==> src/rtl/spike_weight_stage.sv <==
// Weighted spike front end: a divide-by-HEIGHT tick, one accumulator-overflow rate divider per
// channel, and a one-slow-period delay on excitatory channels. All slow logic is tick-enabled.
module spike_weight_stage #(
    parameter int unsigned WIDTH  = 8,
    parameter int unsigned HEIGHT = 7,
    parameter logic [WIDTH:0] WEIGHTS [HEIGHT] = '{
        9'd60, 9'd60, 9'd60, 9'd260, 9'd260, 9'd260, 9'd260
    }
) (
    input  logic              clk_i,
    input  logic              rst_ni,
    input  logic [HEIGHT-1:0] pixels_i,
    input  logic              stim_i,
    output logic              tick_o,
    output logic [HEIGHT-1:0] pixels_out_o
);

    localparam int unsigned CntW = $clog2(HEIGHT);
    localparam logic [CntW-1:0] CntLast = CntW'(HEIGHT - 1);

    logic [CntW-1:0]   cnt_q, cnt_d;
    logic              tick;
    logic              ev;
    logic [HEIGHT-1:0] out_d, out_q;

    always_comb begin
        cnt_d = cnt_q + CntW'(1);
        if (cnt_q == CntLast) begin
            cnt_d = '0;
        end
    end

    always_ff @(posedge clk_i or negedge rst_ni) begin
        if (!rst_ni) begin
            cnt_q <= '0;
        end else begin
            cnt_q <= cnt_d;
        end
    end

    assign tick = (cnt_q == CntLast);
    assign ev   = tick & stim_i;

    for (genvar i = 0; i < HEIGHT; i++) begin : g_ch
        localparam logic [WIDTH-1:0] Mag  = WEIGHTS[i][WIDTH-1:0];
        localparam logic             Sign = WEIGHTS[i][WIDTH];

        if (WEIGHTS[i] == '0) begin : g_zero
            logic unused_pix;
            assign unused_pix = pixels_i[i];
            assign out_d[i]   = 1'b0;
        end else begin : g_div
            logic [WIDTH-1:0] acc_q, acc_d;
            logic [WIDTH:0]   sum;
            logic             fire;

            // The carry out of the modulo-2^WIDTH add is the fire; the residue is kept.
            always_comb begin
                sum   = {1'b0, acc_q} + {1'b0, Mag};
                acc_d = acc_q;
                fire  = 1'b0;
                if (ev && pixels_i[i]) begin
                    acc_d = sum[WIDTH-1:0];
                    fire  = sum[WIDTH];
                end
            end

            always_ff @(posedge clk_i or negedge rst_ni) begin
                if (!rst_ni) begin
                    acc_q <= '0;
                end else begin
                    acc_q <= acc_d;
                end
            end

            if (Sign) begin : g_inh
                // ev is already zero off-tick, so this pulse is tick-qualified.
                assign out_d[i] = ev & ~fire;
            end else begin : g_exc
                logic pend_q;

                always_ff @(posedge clk_i or negedge rst_ni) begin
                    if (!rst_ni) begin
                        pend_q <= 1'b0;
                    end else if (tick) begin
                        pend_q <= fire;
                    end
                end

                assign out_d[i] = tick & pend_q;
            end
        end
    end

    always_ff @(posedge clk_i or negedge rst_ni) begin
        if (!rst_ni) begin
            out_q <= '0;
        end else begin
            out_q <= out_d;
        end
    end

    assign tick_o       = tick;
    assign pixels_out_o = out_q;

endmodule

==> config.mk <==
export PLATFORM = sky130hd
export DESIGN_NAME = spike_weight_stage
export DESIGN_NICKNAME = d
export VERILOG_FILES = /design/src/rtl/spike_weight_stage.sv
export SDC_FILE = /design/constraint.sdc
export NUM_CORES = 1
export LEC_CHECK = 0
export BUFFER_PORTS_ARGS = -buffer_cell sky130_fd_sc_hd__buf_2
export CAP_MARGIN = 20
export CELL_PAD_IN_SITES_DETAIL_PLACEMENT = 0
export CELL_PAD_IN_SITES_GLOBAL_PLACEMENT = 1
export CORE_MARGIN = 3
export CORE_UTILIZATION = 52
export CTS_CLUSTER_DIAMETER = 200
export CTS_CLUSTER_SIZE = 25
export DETAILED_ROUTE_END_ITERATION = 12
export GPL_TIMING_DRIVEN = 0
export HOLD_SLACK_MARGIN = 0.15
export PLACE_DENSITY = 0.85
export SLEW_MARGIN = 20
export SYNTH_ARGS = -nofsm -noshare
export SYNTH_HDL_FRONTEND = slang
export SYNTH_SLANG_ARGS = --single-unit
==> constraint.sdc <==
create_clock -name clk_i -period 2.81 [get_ports clk_i]
set_input_delay 0.281 -clock clk_i [delete_from_list [all_inputs] [get_ports clk_i]]
set_output_delay 0.281 -clock clk_i [all_outputs]
set_load 0.01 [all_outputs]
# ---- After elaboration in Yosys (flattened, before gate mapping)
# Cells that the tools add are included.
dict set report op_classes {
  add_sub_neg 8
  n_eq_ne 1
  muxes 8
  bitwise 12
  n_reduce_logical 7
}
# op count
set ops {}
lappend ops {{adder 8 x 3 -> 9 bit (second input constant)} 4}
lappend ops {{adder 8 x 6 -> 9 bit (second input constant)} 3}
lappend ops {{AND 1 bit} 8}
lappend ops {{logical AND 1 bit} 7}
lappend ops {{two-way mux 1 bit} 7}
lappend ops {{inverter 1 bit} 4}
lappend ops {{adder 3 x 1 -> 3 bit (second input constant)} 1}
lappend ops {{== test 3 bit (second input constant)} 1}
lappend ops {{two-way mux 3 bit} 1}
dict set report word_totals {
  regBits 69
  in_bits 10
  out_inout_bits 8
  elab_cells 48
}

# ---- Logic depth before layout (Yosys ltp)
# Gate-level depths: netlist (run 1).
dict set report depth {
  depth_word 6
  mapped_depth 5
  mapped_depth_nobuf 5
}

# ---- Least setup slack after synthesis (run 1)
# No wires, ideal clock.
dict set report synth_path {
  path_kind {reg2reg}
  from {register cnt_q[0]}
  to {register g_ch[4].g_div.acc_q[3]}
  arrival_time_ns 1.206
  path_slack_ns 1.479
  stages_incl_launch_ff 6
  path_buffers 2
  synth_period_minus_slack_ns 1.331
  path_cell_list {dfrtp_1 -> and4b_1 -> buf_4 -> buf_6 -> nand2_4 -> mux2_4}
}
dict set report synth_between {
  elab_chain_len 3
}
# item line_no
set synth_rtl {}
lappend synth_rtl {{from (decl)} 21} ;# logic [CntW-1:0] cnt_q, cnt_d;
lappend synth_rtl {{from (signal assigned)} 37} ;# cnt_q <= cnt_d;
lappend synth_rtl {{== test 3 bit} 41} ;# assign tick = (cnt_q == CntLast);
lappend synth_rtl {{AND 1 bit} 42} ;# assign ev = tick & stim_i;
lappend synth_rtl {{logical AND 1 bit} 62} ;# if (ev && pixels_i[i]) begin
lappend synth_rtl {{to (signal assigned)} 70} ;# acc_q <= '0;
lappend synth_rtl {{to (signal assigned)} 72} ;# acc_q <= acc_d;
lappend synth_rtl {{to (decl)} 53} ;# logic [WIDTH-1:0] acc_q, acc_d;
# No other way between the ends.
# A chain may end at the register's enable or synchronous reset.

# ---- Worst setup path in the final report (run 1)
dict set report layout_path {
  from {register cnt_q[0]}
  to {output tick_o}
}
dict set report layout_between {
  elab_chain_len 1
}
# item line_no
set layout_rtl {}
lappend layout_rtl {{== test 3 bit} 41}
lappend layout_rtl {{to (decl)} 14} ;# output logic tick_o,
# No other way between the ends.

==> results.py, run 1 <==
metrics = {
    "status": {
        "status": "complete, no violations",
    },
    "yosys": {
        "synth_top_area_share_pct": 57.08,
        "synthTopCellsByArea": "dfrtp_1, xnor2_1, ha_1",
        "async_reset_ff_share_pct": 100.0,
        "syn_nets": 213,
        "synth_largest_area_cell": "dfrtp_1",
        "ys_warn_count": 0,
        "yosysUniqueCellTypes": 31,
        "synth_edf_count": 0,
        "synth-seq-cells": 55,
        "yosysMostFrequentCell": "dfrtp_1",
        "synth_area_um2": 2411,
        "seq_area_frac_synth_pct": 57.08,
        "syn_area_per_cell_um2": 12.30,
        "synth_common_cells": "dfrtp_1, xnor2_1, nand3_1, nand2_1, nand4_1",
        "netlist_instances": 196,
        "synth_top_flop_cell": "dfrtp_1",
    },
    "worst_setup_path": {
        "reg2regPathDepth": 3,
        "crit_arrival_ps": 1320,
        "crit_type": "reg -> out",
        "start_kind": "register",
        "r2r-end": "g_ch[6].g_div.acc_q[7]",
        "cp_slowest_cell": "dfrtp_1",
        "r2r_slack_ps": 1330,
        "r2r_start": "cnt_q[0]",
        "worstSetupEndpointType": "output pin",
        "slowest_delay_ps": 420,
        "cp_top_family": "flip-flops",
        "crit_chain": "nand3b_1 -> inv_1 -> buf_2",
        "critical_path_peak_fanout": 7,
        "critPathRequiredTime_ps": 2530,
        "critPathBufInv": 2,
    },
    "floorplan": {
        "initial_utilization_pct": 54.62,
        "rows": 24,
        "ioPinCount": 18,
        "die_h_um": 74.10,
        "dieArea_um2": 5490,
        "die_w_um": 74.10,
        "core_area_um2": 4414,
    },
    "layout": {
        "fillers": 359,
        "post-route-util_pct": 60.20,
        "final_cells": 274,
        "fin_nets": 238,
        "antenna_cells": 0,
        "area_growth_pct": 10.22,
        "drive_gt1_share_pct": 16.22,
    },
    "cts": {
        "cts_buffers": 5,
        "clkLatencyLatePin_ps": 300,
        "cts.sinks": 55,
        "cts_max_path_buffers": 2,
        "cts.clk_slew.worst_paths_ps": 90,
        "tritoncts": "yes",
        "clockRootBuffer": "clkbuf_8",
        "htreeDepth": 2,
    },
    "hold_path": {
        "holdPathStages": 3,
        "hold_path_class": "in -> reg",
        "hold_end": "g_ch[5].g_div.acc_q[2]",
        "worstHoldStart": "pixels_i[5]",
    },
    "timing": {
        "max_slew.worst_pin.slew_ps": 664.7,
        "fin_setup_tns_ps": 0,
        "fin_skew_ps": 5.322,
        "setup_viol": 0,
        "grt_setup_unrepaired": "false",
        "timing_hold_violations_final": 0,
        "period_needed_ps": 1605,
        "period_share_pct": 57.10,
        "finalWorstSetupSlack_ps": 1205,
        "maxSlewViolCount": 0,
        "fmax_ghz": 0.6232,
        "slew_headroom_pct": 55.69,
    },
    "placed_design": {
        "pre_cts_ws_ps": 1379,
        "place_congestion": 0.7469,
        "port_buffers": 17,
        "dpl.cell_count": 265,
        "dp_hpwl_um": 2767,
    },
    "drt": {
        "drt_pre_antenna_iters": 4,
        "wl_per_cell_um": 14.57,
        "viasPerCell": 5.566,
        "route.detailed.drc": 0,
        "drt_iter0_drc": 125,
        "dr_total_vias": 1525,
        "ant_nets": 0,
        "drt_wl_total_um": 3991,
    },
    "pwr": {
        "ir_drop_mv": 0.5468,
        "p_leak_nw": 1.271,
        "p_per_area_nw_per_um2": 699.2,
    },
    "grt": {
        "track_usage_pct": 17.39,
        "grt_max_degree": 56,
        "grt_pass1_vias": 1571,
        "antenna_found_initial": 0,
        "gr-total-overflow": 0,
        "grt_pass1_wl_um": 7293,
    },
    "run": {
        "drv_cap": 0,
    },
}
report_power, final:
group	internal (mW)	switching, mW	leakage (nW)
clock network	0.171	0.241	0.0477
logic	0.191	0.144	0.514
registers	0.961	0.150	0.709
total	1.32	0.535	1.27
per-stage QoR:
stage | power, mW | instance area, um2 | hold slack, ps
finish | 1.858 | 2658 | 273.5
global route | 1.996 | 2658 | 271.4
CTS | 1.878 | 2645 | 257.7
detailed placement | 1.459 | 2561 | 471.0
global placement | 1.420 | 2561 | 454.0
floorplan | 1.346 | 2411 | -14.59
layer usage:
metal	share of wire, %	GRT usage (%)
met5	0	0
met4	0.58	5.634
met3	4.1	4.865
met2	49	27.76
met1	46	23.10
worst max path at each step:
stage / from / to / slack [ps] / cells after the start
after floorplan: cnt_q[0] / g_ch[4].g_div.acc_q[3] / 1480 / 5
after global placement: stim_i / g_ch[4].g_div.acc_q[3] / 1390 / 6
after detailed placement: cnt_q[0] / g_ch[6].g_div.acc_q[7] / 1380 / 3
after CTS: cnt_q[0] / tick_o / 1180 / 3
after global routing: cnt_q[0] / tick_o / 1110 / 3
final: cnt_q[0] / tick_o / 1210 / 3
registers in the layout, indices dropped and copies added (netlist names):
signal / flops
g_ch.g_div.acc_q: 42
pixels_out_o: 7
cnt_q: 3
g_ch.g_div.g_exc.pend_q: 3
logic make-up (layout without fill, tap and decap cells):
family                   after synthesis  count (layout)  synth area share (%)
AO/OA/AOI/OAI                          9               9                 2.594
AND/OR/NAND/NOR                       70              70                 17.44
flip-flops                            55              55                 57.08
adder cells (fa/ha/maj)                7               7                 3.632
multiplexers                           8               8                 3.996
XOR/XNOR                              35              35                 12.71
buffers and inverters                 12              38                 2.542
worst register-to-register path: stages (launching register included):
cell	delay, ps
dfrtp_1	420
nand4b_1	410
nor3_1	360
xor2_1	200
area by class of cell:
cell class                      instances  area (um2)  area share, %
Buffer                                  4       31.28          1.177
Clock buffer                            5       68.82          2.589
Clock inverter                          3       15.01         0.5650
Inverter                                8       30.03          1.130
Multi-Input combinational cell        129       973.4          36.63
Sequential cell                        55        1376          51.79
Tap cell                               52       65.06          2.448
Timing Repair Buffer                   18       97.59          3.672
repair_timing:
item	in CTS	in global routing
gates resized for setup	0	0
hold buffers	0	1
buffers inserted	0	0
endpoints found under the hold margin	0	55
cells in the final DEF (no fill, tap or decap), types with 5 or more instances in the layout:
cell type | synthesis | layout
and2_1 | 5 | 5
buf_2 | 1 | 17
clkbuf_8 | 0 | 5
dfrtp_1 | 55 | 55
ha_1 | 7 | 7
inv_1 | 8 | 8
nand2_1 | 11 | 11
nand3_1 | 14 | 14
nand4_1 | 10 | 10
nor3_1 | 5 | 5
xnor2_1 | 31 | 31
Power figures use the tool's default switching activity.
==> run 2: changes to the inputs <==
ABC_AREA = 1   (was not set)
CORE_UTILIZATION = 41   (was 52)
PLACE_DENSITY = 0.75   (was 0.85)
clock period = 1.4 ns   (was 2.81 ns; I/O delays follow)
==> results.py, run 2 <==
metrics = {
    "yosys": {
        "async_reset_ff_share_pct": 100.0,
        "synth_top_area_share_pct": 48.61,
        "netlist_instances": 325,
        "ys_warn_count": 0,
        "synth_edf_count": 0,
        "synth_area_um2": 2831,
        "synthTopCellsByArea": "dfrtp_1, nand2_1, inv_1",
        "synth_largest_area_cell": "dfrtp_1",
        "synth-seq-cells": 55,
        "yosysUniqueCellTypes": 21,
        "yosysMostFrequentCell": "nand2_1",
        "syn_area_per_cell_um2": 8.712,
        "synth_top_flop_cell": "dfrtp_1",
        "seq_area_frac_synth_pct": 48.61,
        "syn_nets": 342,
        "synth_common_cells": "nand2_1, dfrtp_1, inv_1, nand3_1, xor2_1",
    },
    "timing": {
        "setup_viol": 0,
        "fin_setup_tns_ps": 0,
        "fmax_ghz": 0.7600,
        "period_needed_ps": 1316,
        "maxSlewViolCount": 0,
        "period_share_pct": 93.98,
        "max_slew.worst_pin.slew_ps": 690.8,
        "slew_headroom_pct": 53.94,
        "timing_hold_violations_final": 0,
        "grt_setup_unrepaired": "false",
        "fin_skew_ps": 4.149,
    },
    "grt": {
        "grt_pass1_wl_um": 8418,
        "gr-total-overflow": 0,
        "track_usage_pct": 13.28,
        "grt_pass1_vias": 1946,
        "grt_max_degree": 56,
        "antenna_found_initial": 0,
    },
    "layout": {
        "layout_commonest_cell": "nand2_1",
        "area_growth_pct": 12.77,
        "drive_gt1_share_pct": 14.57,
        "layout_common_cells": "nand2_1, dfrtp_1, inv_1",
        "largest_reg_flops": 42,
        "fin_nets": 373,
        "regMostFlops": "g_ch.g_div.acc_q",
        "fin_area_um2": 3193,
        "antenna_cells": 0,
    },
    "placed_design": {
        "dp_hpwl_um": 3250,
        "dpl-instance-area_um2": 3015,
        "place_congestion": 0.7354,
        "port_buffers": 17,
    },
    "drt": {
        "drt_iter0_drc": 73,
        "dr_total_vias": 2007,
        "viasPerCell": 4.624,
        "ant_nets": 0,
        "route.detailed.drc": 0,
        "drt_pre_antenna_iters": 4,
        "drt_wl_total_um": 4670,
        "wl_per_cell_um": 10.76,
    },
    "worst_setup_path": {
        "start_kind": "register",
        "reg2regPathDepth": 6,
        "crit_type": "reg -> reg",
        "r2r-end": "g_ch[1].g_div.acc_q[3]",
        "r2r_start": "cnt_q[2]",
        "crit_arrival_ps": 1520,
        "worstSetupEndpointType": "register",
        "r2r_slack_ps": 80,
        "critPathRequiredTime_ps": 1600,
        "crit_end": "g_ch[1].g_div.acc_q[3]",
        "critical_path_peak_fanout": 10,
        "crit_start": "cnt_q[2]",
    },
    "floorplan": {
        "die_w_um": 89.10,
        "rows": 29,
        "core_area_um2": 6531,
        "initial_utilization_pct": 43.35,
        "ioPinCount": 18,
        "dieArea_um2": 7939,
        "die_h_um": 89.10,
    },
    "hold_path": {
        "hold_path_class": "in -> reg",
        "worstHoldStart": "pixels_i[0]",
        "holdPathStages": 5,
    },
    "pwr": {
        "ir_drop_mv": 0.6834,
        "p_per_area_nw_per_um2": 1275,
        "p_leak_nw": 1.663,
    },
    "cts": {
        "cts.sinks": 55,
        "cts.clk_slew.worst_paths_ps": 100,
        "clkLatencyLatePin_ps": 310,
        "cts_max_path_buffers": 2,
        "clockRootBuffer": "clkbuf_8",
        "cts_buffers": 5,
        "htreeDepth": 2,
        "tritoncts": "yes",
    },
    "status": {
        "status": "complete, no violations",
    },
    "run": {
        "drv_cap": 0,
    },
}
-- run 2: cell types whose count changed after synthesis, sizes merged, moves of 5 or more --
| cell | before | now |
|---|---|---|
| and2 | 5 | 0 |
| inv | 8 | 51 |
| nand2 | 14 | 108 |
| nand3 | 14 | 19 |
| nand4 | 10 | 5 |
| nor2 | 2 | 18 |
| o21ai | 1 | 21 |
| xnor2 | 31 | 7 |
| xor2 | 4 | 18 |
-- run 2: report_power, final --
group / internal (mW) / switching, mW / total, mW
clock: 0.405 / 0.529 / 0.934
combinational: 0.421 / 0.522 / 0.943
sequential: 1.89 / 0.308 / 2.20
total: 2.71 / 1.36 / 4.07
-- run 2: how the worst min path moves through the flow --
| stage | to | slack, ps |
|---|---|---|
| finish | g_ch[0].g_div.acc_q[5] | 210 |
| global route | g_ch[0].g_div.acc_q[6] | 240 |
| CTS | g_ch[0].g_div.acc_q[5] | 200 |
| detailed placement | g_ch[2].g_div.acc_q[2] | 250 |
| global placement | pixels_out_o[4] | 360 |
| floorplan | cnt_q[0] | -160 |
-- run 2: repair_timing --
action,CTS,global route
setup endpoints to repair,1,23
setup buffers,0,2
hold buffers,5,0
gates cloned,0,0
resized for setup,2,3
endpoints found under the hold margin,59,0
-- run 2: kinds of logic after synthesis --
group | Yosys count | share of synthesized area [%]
simple gates | 156 | 26.65
flops | 55 | 48.61
buf+inv | 52 | 7.468
compound gates | 30 | 6.451
xor+xnor | 25 | 7.733
fa+ha+maj | 7 | 3.093
-- run 2: worst max-delay path, cell delays in order (launching register included) --
cell and delay, ps:
dfrtp_1 480, nand4_4 170, buf_12 200, nor2_8 160, inv_2 80, nand2_1 70, o21ai_2 50
-- run 2: cell type report --
| type | instances | area [um2] |
|---|---|---|
| Fill cell | 657 | 3338 |
| Buffer | 1 | 20.02 |
| Multi-Input combinational cell | 218 | 1256 |
| Timing Repair Buffer | 24 | 152.6 |
| Clock buffer | 6 | 82.58 |
| Clock inverter | 2 | 16.27 |
| Inverter | 51 | 191.4 |
| Sequential cell | 55 | 1378 |
| Tap cell | 77 | 96.34 |
-- run 2: routing by layer --
metal / share of wire (%) / track usage [%] / up-vias
li1: - / - / 1074
met1: 52 / 18.45 / 901
met2: 43 / 21.10 / 26
met3: 3.4 / 2.765 / 6
met4: 1.3 / 3.654 / 0
met5: 0 / 0 / -
-- run 2: per-stage QoR --
| stage | utilization (%) | power (mW) | cells | hold WS [ps] | worst slack [ps] |
|---|---|---|---|---|---|
| finish | 48.89 | 4.072 | 434 | 208.8 | 84.23 |
| global route | 48.89 | 4.410 | 434 | 235.4 | 8.520 |
| CTS | 48.52 | 4.138 | 432 | 199.9 | 4.410 |
| detailed placement | 46.17 | 3.167 | 419 | 247.3 | 91.24 |
| global placement | 46.13 | 3.139 | 419 | 362.1 | 95.72 |
| floorplan | - | 2.925 | 325 | -155.6 | 197.9 |
==> run 3: changes to the inputs <==
BUFFER_PORTS_ARGS = -buffer_cell sky130_fd_sc_hd__buf_4   (was -buffer_cell sky130_fd_sc_hd__buf_2)
==> results.py, run 3 (synthesis results as in run 2) <==
metrics = {
    "status": {
        "status": "complete, no violations",
    },
    "floorplan": {
        "die_w_um": 89.10,
        "die_h_um": 89.10,
        "core_area_um2": 6531,
        "ioPinCount": 18,
        "dieArea_um2": 7939,
        "rows": 29,
        "initial_utilization_pct": 43.35,
    },
    "layout": {
        "layout_commonest_cell": "nand2_1",
        "area_growth_pct": 14.27,
        "multi_input_area_um2": 1249,
        "antenna_cells": 0,
        "post-route-util_pct": 49.54,
        "fillers": 629,
        "regMostFlops": "g_ch.g_div.acc_q",
        "drive_gt1_share_pct": 14.04,
        "largest_reg_flops": 42,
        "seq_area_um2": 1376,
        "fin_nets": 372,
        "layout_common_cells": "nand2_1, dfrtp_1, inv_1",
    },
    "worst_setup_path": {
        "cp_top_family": "flip-flops",
        "cp_slowest_cell": "dfrtp_1",
        "crit_chain": "nand3_2 -> inv_2 -> buf_4",
        "crit_arrival_ps": 1190,
        "reg2regPathDepth": 6,
        "critical_path_peak_fanout": 5,
        "critPathBufInv": 2,
        "worstSetupEndpointType": "output pin",
        "start_kind": "register",
        "crit_type": "reg -> out",
        "slowest_delay_ps": 460,
        "critPathRequiredTime_ps": 1260,
        "path_depth": 3,
    },
    "cts": {
        "htreeDepth": 2,
        "cts.sinks": 55,
        "clockRootBuffer": "clkbuf_8",
        "clkLatencyLatePin_ps": 300,
        "cts.clk_slew.worst_paths_ps": 100,
        "tritoncts": "yes",
        "cts_buffers": 5,
        "cts_max_path_buffers": 2,
    },
    "timing": {
        "slew_headroom_pct": 54.12,
        "finalWorstSetupSlack_ps": 70.52,
        "max_slew.worst_pin.slew_ps": 688.2,
        "timing_hold_violations_final": 0,
        "fin_setup_tns_ps": 0,
        "maxSlewViolCount": 0,
        "grt_setup_unrepaired": "false",
        "setup_viol": 0,
        "fmax_ghz": 0.7522,
        "period_needed_ps": 1329,
        "period_share_pct": 94.96,
        "whs_ps": 225.7,
        "fin_skew_ps": 8.446,
    },
    "pwr": {
        "pwr-share-seq_pct": 51.7,
        "p_per_area_nw_per_um2": 1308,
        "power_switching_share_pct": 31.52,
        "finalPower_mw": 4.232,
        "p_switching_mw": 1.334,
        "ir_drop_mv": 0.6727,
        "combPwrFrac_pct": 22.6,
        "clkPwrFrac_pct": 25.7,
        "p_int_mw": 2.898,
        "p_leak_nw": 1.683,
    },
    "drt": {
        "dr_total_vias": 1983,
        "ant_nets": 0,
        "drt_wl_total_um": 4569,
        "route.detailed.drc": 0,
        "viasPerCell": 4.580,
        "drt_iter0_drc": 75,
        "wl_per_cell_um": 10.55,
        "drt_pre_antenna_iters": 5,
    },
    "grt": {
        "grt_pass1_vias": 1853,
        "grt_max_degree": 56,
        "grt_pass1_wl_um": 8086,
        "track_usage_pct": 12.87,
        "gr-total-overflow": 0,
        "antenna_found_initial": 0,
    },
    "placed_design": {
        "pre_cts_ws_ps": 84.85,
        "port_buffers": 17,
        "dp_hpwl_um": 3183,
        "place_congestion": 0.7248,
    },
    "run": {
        "drv_cap": 0,
    },
    "hold_path": {
        "hold_path_class": "in -> reg",
        "holdPathStages": 5,
    },
}
[run 3: worst reg2reg max path, cell delays in order (launching register included)]
cell and delay, ps:
dfrtp_1 460, nand4_4 160, buf_12 210, nor2_8 160
inv_2 80, nand2_1 70, o21ai_2 50
[run 3: through the flow]
step / instances / area [um2]
floorplan: 325 / 2831
global placement: 419 / 3055
detailed placement: 419 / 3055
CTS: 432 / 3228
global route: 433 / 3236
finish: 433 / 3236
[run 3: worst paths after layout]
path	from	to	slack, ps
min in group asynchronous	rst_ni	g_ch[2].g_div.acc_q[2]	430
max in group asynchronous	rst_ni	g_ch[6].g_div.acc_q[4]	520
max	cnt_q[1]	tick_o	70
min reg2reg	g_ch[1].g_div.acc_q[2]	g_ch[1].g_div.acc_q[2]	470
max reg2reg	cnt_q[1]	g_ch[1].g_div.acc_q[3]	110
min	pixels_i[0]	g_ch[0].g_div.acc_q[6]	230
[run 3: area by class of cell]
type	instances	share of cell area [%]
well taps	77	2.978
inverters	51	5.916
clock buffers	6	2.552
multi-input cells	218	38.59
flip-flops and latches	55	42.54
plain buffers	1	0.6187
clock inverters	2	1.083
repair buffers	23	5.723
[run 3: repair_timing]
item / CTS / global route
resized for setup: 2 / 1
endpoints found under the setup margin: 1 / 22
buffers inserted: 0 / 1
pin swaps: 0 / 0
hold endpoints to repair: 59 / 0
hold buffers: 5 / 0
[run 3: per-layer routing]
layer	vias up	routed length [um]	GRT usage, %
met2	21	1919	19.89
li1	1066	-	-
met1	888	2441	17.84
met4	0	68	4.465
met3	8	139	2.857
met5	-	0	0
[run 3: power groups by stage]
stage	clock (mW)	combinational, mW	sequential [mW]
after floorplan	0	0.767	2.16
after global placement	0	0.934	2.22
after detailed placement	0	0.953	2.22
after CTS	1.13	0.971	2.19
after global routing	1.19	1.13	2.25
final	1.09	0.956	2.19
